`src/rtl/parameterized_rotation_piso.sv`:
```
// Parallel-in, serial-out converter with capture-time right rotation.
// Accepts a WIDTH-bit word over valid/ready, rotates it right by
// ROTATION % WIDTH, then shifts it out one bit per serial transfer,
// MSB-first or LSB-first. A registered one-cycle frame_done pulse follows
// the last bit of every completed word and can drive a SIPO load directly.
module parameterized_rotation_piso #(
    parameter int WIDTH     = 8,
    parameter int ROTATION  = 0,
    parameter int MSB_FIRST = 1
) (
    input  logic                      clk,
    input  logic                      rst_n,
    input  logic [WIDTH-1:0]          par_in,
    input  logic                      par_valid,
    output logic                      par_ready,
    output logic                      serial_out,
    output logic                      serial_valid,
    input  logic                      serial_ready,
    output logic                      frame_done,
    output logic                      busy,
    output logic [$clog2(WIDTH)-1:0]  bit_count
);

    localparam int                CNT_W    = $clog2(WIDTH);
    localparam int                ROT_R    = ROTATION % WIDTH;
    localparam logic [CNT_W-1:0]  LAST_IDX = CNT_W'(WIDTH - 1);

    typedef enum logic {
        ST_IDLE,
        ST_SHIFT
    } state_e;

    state_e            state_q, state_d;
    logic [WIDTH-1:0]  shift_q, shift_d;
    logic [CNT_W-1:0]  bit_count_q, bit_count_d;
    logic              frame_done_q, frame_done_d;

    logic [WIDTH-1:0]  rot_word;
    logic [WIDTH-1:0]  shift_next;
    logic              sel_bit;
    logic              xfer;
    logic              last_xfer;
    logic              accept;

    // Right-rotate the incoming word: cap[i] = par_in[(i + R) % WIDTH].
    always_comb begin
        rot_word = '0;
        for (int i = 0; i < WIDTH; i++) begin
            rot_word[i] = par_in[(i + ROT_R) % WIDTH];
        end
    end

    // Shift direction and presented bit depend only on the bit order.
    assign shift_next = (MSB_FIRST != 0) ? {shift_q[WIDTH-2:0], 1'b0}
                                         : {1'b0, shift_q[WIDTH-1:1]};
    assign sel_bit    = (MSB_FIRST != 0) ? shift_q[WIDTH-1] : shift_q[0];

    // Handshake decode; a last-bit transfer frees the register this cycle.
    assign serial_valid = (state_q == ST_SHIFT);
    assign busy         = (state_q == ST_SHIFT);
    assign xfer         = serial_valid && serial_ready;
    assign last_xfer    = xfer && (bit_count_q == LAST_IDX);
    assign par_ready    = (state_q == ST_IDLE) || last_xfer;
    assign accept       = par_valid && par_ready;

    assign serial_out = serial_valid & sel_bit;
    assign frame_done = frame_done_q;
    assign bit_count  = bit_count_q;

    // Next-state logic: load on accept, shift on transfer, hold otherwise.
    always_comb begin
        // NOTE: every signal written here gets a default first, so no path can leave one unassigned and infer a latch.
        state_d      = state_q;
        shift_d      = shift_q;
        bit_count_d  = bit_count_q;
        frame_done_d = 1'b0;

        case (state_q)
            ST_IDLE: begin
                if (accept) begin
                    state_d     = ST_SHIFT;
                    shift_d     = rot_word;
                    bit_count_d = '0;
                end
            end
            ST_SHIFT: begin
                if (last_xfer) begin
                    frame_done_d = 1'b1;
                    bit_count_d  = '0;
                    if (accept) begin
                        shift_d = rot_word;
                    end else begin
                        state_d = ST_IDLE;
                        shift_d = '0;
                    end
                end else if (xfer) begin
                    shift_d     = shift_next;
                    bit_count_d = bit_count_q + CNT_W'(1);
                end
            end
            default: begin
                state_d = ST_IDLE;
            end
        endcase
    end

    // State registers; reset aborts any word in flight without a frame_done.
    always_ff @(posedge clk or negedge rst_n) begin
        if (!rst_n) begin
            state_q      <= ST_IDLE;
            shift_q      <= '0;
            bit_count_q  <= '0;
            frame_done_q <= 1'b0;
        end else begin
            // NOTE: non-blocking assignments so every flop samples pre-edge values regardless of statement order.
            state_q      <= state_d;
            shift_q      <= shift_d;
            bit_count_q  <= bit_count_d;
            frame_done_q <= frame_done_d;
        end
    end

endmodule
```
`config.mk`:
```
export PLATFORM = sky130hd
export DESIGN_NAME = parameterized_rotation_piso
export DESIGN_NICKNAME = d
export VERILOG_FILES = /design/src/rtl/parameterized_rotation_piso.sv
export SDC_FILE = /design/constraint.sdc
export NUM_CORES = 1
export LEC_CHECK = 0
export CORE_MARGIN = 3
export CORE_UTILIZATION = 49
export DETAILED_ROUTE_END_ITERATION = 16
export GPL_TIMING_DRIVEN = 0
export PLACE_DENSITY = 0.87
export SLEW_MARGIN = 20
export SYNTH_ARGS = -nofsm -noshare
export SYNTH_HDL_FRONTEND = slang
export SYNTH_SLANG_ARGS = --single-unit
export TNS_END_PERCENT = 1
```
`constraint.sdc`:
```
create_clock -name clk -period 1.95 [get_ports clk]
set_clock_uncertainty 0.15 [all_clocks]
set_input_delay 0.4875 -clock clk [delete_from_list [all_inputs] [get_ports clk]]
set_output_delay 0.4875 -clock clk [all_outputs]
set_load 0.005 [all_outputs]
```
## Word-level counts from Yosys, hierarchy flattened

Index checks and enable logic that the tools add are counted.

- Flip-flop bits (word level): 13
- Input port bits: 12
- Logic and storage cells: 29

- Add/subtract/negate cells: 1
- Equality and inequality tests: 3
- Mux-type cells: 14
- Bitwise gates (word level): 2
- Reduce and logical (&&, ||, !) cells: 5

Operators with widths:

| operator | number |
|---|---|
| 8-bit two-way mux | 4 |
| 8-bit case mux with 2 select lines | 1 |
| 3-bit two-way mux | 3 |
| 3-bit case mux with 2 select lines | 1 |
| 1-bit two-way mux | 4 |
| 3-bit by 1-bit adder with 3-bit output (second input constant) | 1 |
| 3-bit == test (second input constant) | 1 |
| 1-bit logical AND | 3 |
| 3-bit by 1-bit inequality test with 1-bit output (second input constant) | 1 |
| 2-bit inequality test (second input constant) | 1 |
| 1-bit case mux with 2 select lines | 1 |
| 2-bit AND reduction | 1 |
| 1-bit bitwise AND | 1 |
| 1-bit logical OR | 1 |
| 1-bit NOT | 1 |

## Logic depth before layout (Yosys ltp)

- Depth in word-level cells: 7
- Mapped depth: 6
- Mapped depth without buffers: 5

## Least setup slack after synthesis

No wires, ideal clock.

- Path kind: register to output
- From: register bit_count_q[0], in the netlist bit_count[0]
- To: output par_ready
- Data arrival time: 1,102 ps
- Required time: 1,312 ps
- Slack: 211 ps
- Cell stages (with the launch flop): 6
- Path buffers: 1
- Cell sequence: dfrtp_1 -> ha_1 -> ha_1 -> buf_4 -> nand2_1 -> nand2_1

- Longest elaborated chain between the ends: 3

Ends and longest elaborated chain:

| item | RTL line | RTL |
|---|---|---|
| start: declaration | 35 | `logic [CNT_W-1:0] bit_count_q, bit_count_d;` |
| start signal: assignment | 118 | `bit_count_q <= bit_count_d;` |
| 3-bit == test | 62 | `assign last_xfer = xfer && (bit_count_q == LAST_IDX);` |
| 1-bit logical AND | 62 |  |
| 1-bit logical OR | 63 | `assign par_ready = (state_q == ST_IDLE) \|\| last_xfer;` |
| end: declaration | 15 | `output logic par_ready,` |

No other way between the ends.

## Worst setup path after layout

Ends and elaborated chain as after synthesis.

==> summary.md <==
| Metric | Value |
|---|---|
| Critical Path Source Type | flop |
| Routed len/inst | 16.32 um |
| Measured slew at the worst slew-check pin | approximately 0.61 ns |
| Setup tns final | -0.05107 ns |
| Final ANT Viol Nets | 0 |
| Cell area power density | 1125 mW/mm^2 |
| Synth warn | 0 |
| Slew HR | 58.92% |
| Number of antenna violations at the first check in global routing | 0 |
| Global-route wire length before repair | approximately 3900 um |
| DR DRC count | 0 |
| Total track usage | 20.32% |
| Width of the die | 49.12 um |
| Gpl congestion | 0.8097 |
| Post-synthesis sequential area ratio | 35.71% |
| Num rows | 14 |
| Die area | roughly 0.0024 mm^2 |
| Num ports | 20 |
| Critical Setup Path Class | flop to output port |
| Yosys cell types | 32 |
| Worst setup EP type | output port |
| Final setup vio count | 1 |
| Critical Path Max Stage Delay | 0.39 ns |
| Final worst setup slack | -0.05107 ns |
| DP Area | 0.001131 mm^2 |
| Cell count after placement | 137 |
| Port-buffer cells | 19 |
| Clk slew on worst S/H paths | 0.08 ns |
| CTS HTree Levels | 1 |
| TritonCTS clock tree | yes |
| Area Overhead vs Synth | 37.64% |
| Final wirelength | 2448 um |
| Largest net degree at the start of global routing | 14 |
| Vias in the first global route | 824 |
| Status | finished with violations |
| Clock latency on the worst-skew pair | approximately 0.28 ns |
| Post-DP HPWL | 1430 um |
| Reg area | 326.6 um^2 |
| Pwr Total | ~1.4 mW |
| RSZ-0062 raised after global routing | true |
| Final Cell Area | 0.001254 mm^2 |
| Vias per Instance | ~5.7 |
| Grt ovf | 0 |
| Drt first pass iters | 4 |
| Largest buffer count on any clock path | 2 |
| Worst path cell trace | ha_2, ha_4, buf_6, nand2_4, nand2_2, buf_2 |
| Pre-CTS setup slack | -0.6229 ns |
| Commonest non-fill, non-tap cells in the layout | 12 x dfrtp_1, 12 x clkdlybuf4s50_1, 10 x buf_4, 8 x inv_1, 8 x o21ai_0 |
| Multi-input combinational cell area | 526.8 um^2 |
| Reg2Reg Setup Slack | 0.07 ns |
| CP Max Fanout | 2 |
| Post-synthesis cell count | 94 |
| Min Tclk post-route | 2.001 ns |
| DR vias | 853 |
| Worst r2r path cells | 8 |
| Data arrival, critical path | 1.36 ns |
| Placeable core area | 0.001629 mm^2 |
| Failing checks | negative setup slack |
| Mapped cell area | 910.9 um^2 |
| Clock Sink Count | 13 |
| Initial core utilization | 55.91% |
| Layout cells sized above 1 | 29.37% |
| CTS buffer count | 3 |
| Leakage | 0.5959 nW |
| Max-cap viol count | 0 |
| Peak supply drop | 0.6379 mV |
| Die H | a little under 50 um |
| Avg Cell Area, Syn | 9.690 um^2 |
| Initial DRC Count | 40 |
| Tcrit/Tclk final | 102.6% |
| Hold violation total from the final report | 0 |
| Fmax | 0.4997 GHz |
| Syn_nets | 108 |
| CP max stage cell | dfrtp_1 |
| RR Endpoint | shift_q[2]$_DFFE_PN0P_ |
| CTS root buffer | clkbuf_4 |
| Filler instances | approximately 120 |
| Inserted Diodes | 0 |
| Data required, critical path | 1.31 ns |
| Origin of the critical flop-to-flop path | bit_count[0]$_DFFE_PN0P_ |
| Hold crit path type | primary input to async pin |
| Final Max Tran Viols | 0 |
| Nets | 141 |
| Post-synthesis register bit count | 13 |
| Final Non-Filler Cells | 150 |
## worst max-delay path: cells and delay by family, from the launching register on
kind                       cells  cell delay (ns)
DFF                            1             0.39
adders and majority gates      2             0.37
and+or+nand+nor                2             0.10
buffers and inverters          2             0.24
## flip-flops by register name (all words and copies together), names as in the netlist
register / cells
bit_count: 3
busy: 1
frame_done: 1
shift_q: 8
## where the power goes
| group | internal (mW) | leakage (nW) | total [mW] | switching [mW] |
|---|---|---|---|---|
| clock | 0.0793 | 0.0150 | 0.165 | 0.0859 |
| combinational | 0.450 | 0.425 | 0.769 | 0.319 |
| sequential | 0.378 | 0.156 | 0.476 | 0.0981 |
| total | 0.907 | 0.596 | 1.41 | 0.503 |
## kinds of logic after synthesis
family,share of synthesized area (%)
flops,35.71
fa+ha+maj,2.747
mux,3.983
compound gates,27.61
simple gates,20.74
buf+inv,9.202
## how the worst max path moves through the flow
stage                                   from        end  slack [ns]  depth (start not counted)
global route        bit_count[0]$_DFFE_PN0P_  par_ready       -0.12                          6
global placement                serial_ready  par_ready       -0.60                          5
detailed placement              serial_ready  par_ready       -0.62                          5
CTS                 bit_count[1]$_DFFE_PN0P_  par_ready       -0.03                          6
finish              bit_count[0]$_DFFE_PN0P_  par_ready       -0.05                          6
floorplan           bit_count[0]$_DFFE_PN0P_  par_ready        0.21                          5
## per-stage QoR
step                util (%)  hold WS [ns]
detailed placement     69.43        0.4013
global placement       69.43        0.3965
global route           76.96        0.4630
finish                 76.96        0.4376
floorplan                  -       0.04191
CTS                    75.04        0.4513
## layout make-up
type / instances / share of cell area (%)
Tap cell: 24 / 2.395
Multi-Input combinational cell: 66 / 42.02
Clock buffer: 4 / 2.096
Sequential cell: 13 / 26.05
Inverter: 9 / 2.695
Timing Repair Buffer: 28 / 20.16
Buffer: 6 / 4.591
## Yosys cell counts
library cell / number / area (um^2)
dfrtp_1: 13 / 325.3
inv_1: 8 / 30.03
o21ai_0: 8 / 40.04
a211oi_2: 7 / 87.58
o21ai_1: 7 / 35.03
nor2b_1: 6 / 37.54
o31ai_1: 5 / 37.54
or3b_1: 5 / 43.79
a22o_1: 3 / 26.28
buf_4: 3 / 22.52
nand2b_1: 3 / 18.77
buf_6: 2 / 22.52
ha_1: 2 / 25.02
nand2_1: 2 / 7.510
nor2_1: 2 / 7.510
o32ai_1: 2 / 17.52
and2_1: 1 / 6.260
and2b_1: 1 / 7.510
and3_1: 1 / 6.260
clkbuf_2: 1 / 5.000
inv_2: 1 / 3.750
mux2_2: 1 / 11.26
mux2_4: 1 / 15.01
mux2i_1: 1 / 10.01
nand2_2: 1 / 6.260
nand3_1: 1 / 5.000
nand3b_1: 1 / 7.510
nand4_1: 1 / 6.260
nand4b_2: 1 / 15.01
o211ai_1: 1 / 7.510
or2_1: 1 / 6.260
or2b_1: 1 / 7.510
## layer usage
metal  up-vias  part of all wire [%]  track usage, %
met1       416                    43           26.38
li1        404                     -               -
met5         -                     0               0
met4         0                  0.49           6.635
met2        31                    51           32.14
met3         2                   5.4           5.810
## what timing repair did
item | 4_1_cts | 5_1_grt
endpoints found under the setup margin | 2 | 4
buffers inserted | 6 | 3
resized for setup | 15 | 6
hold buffers | 0 | 0
pin swaps | 2 | 1
(Power assumes the default switching activity.)
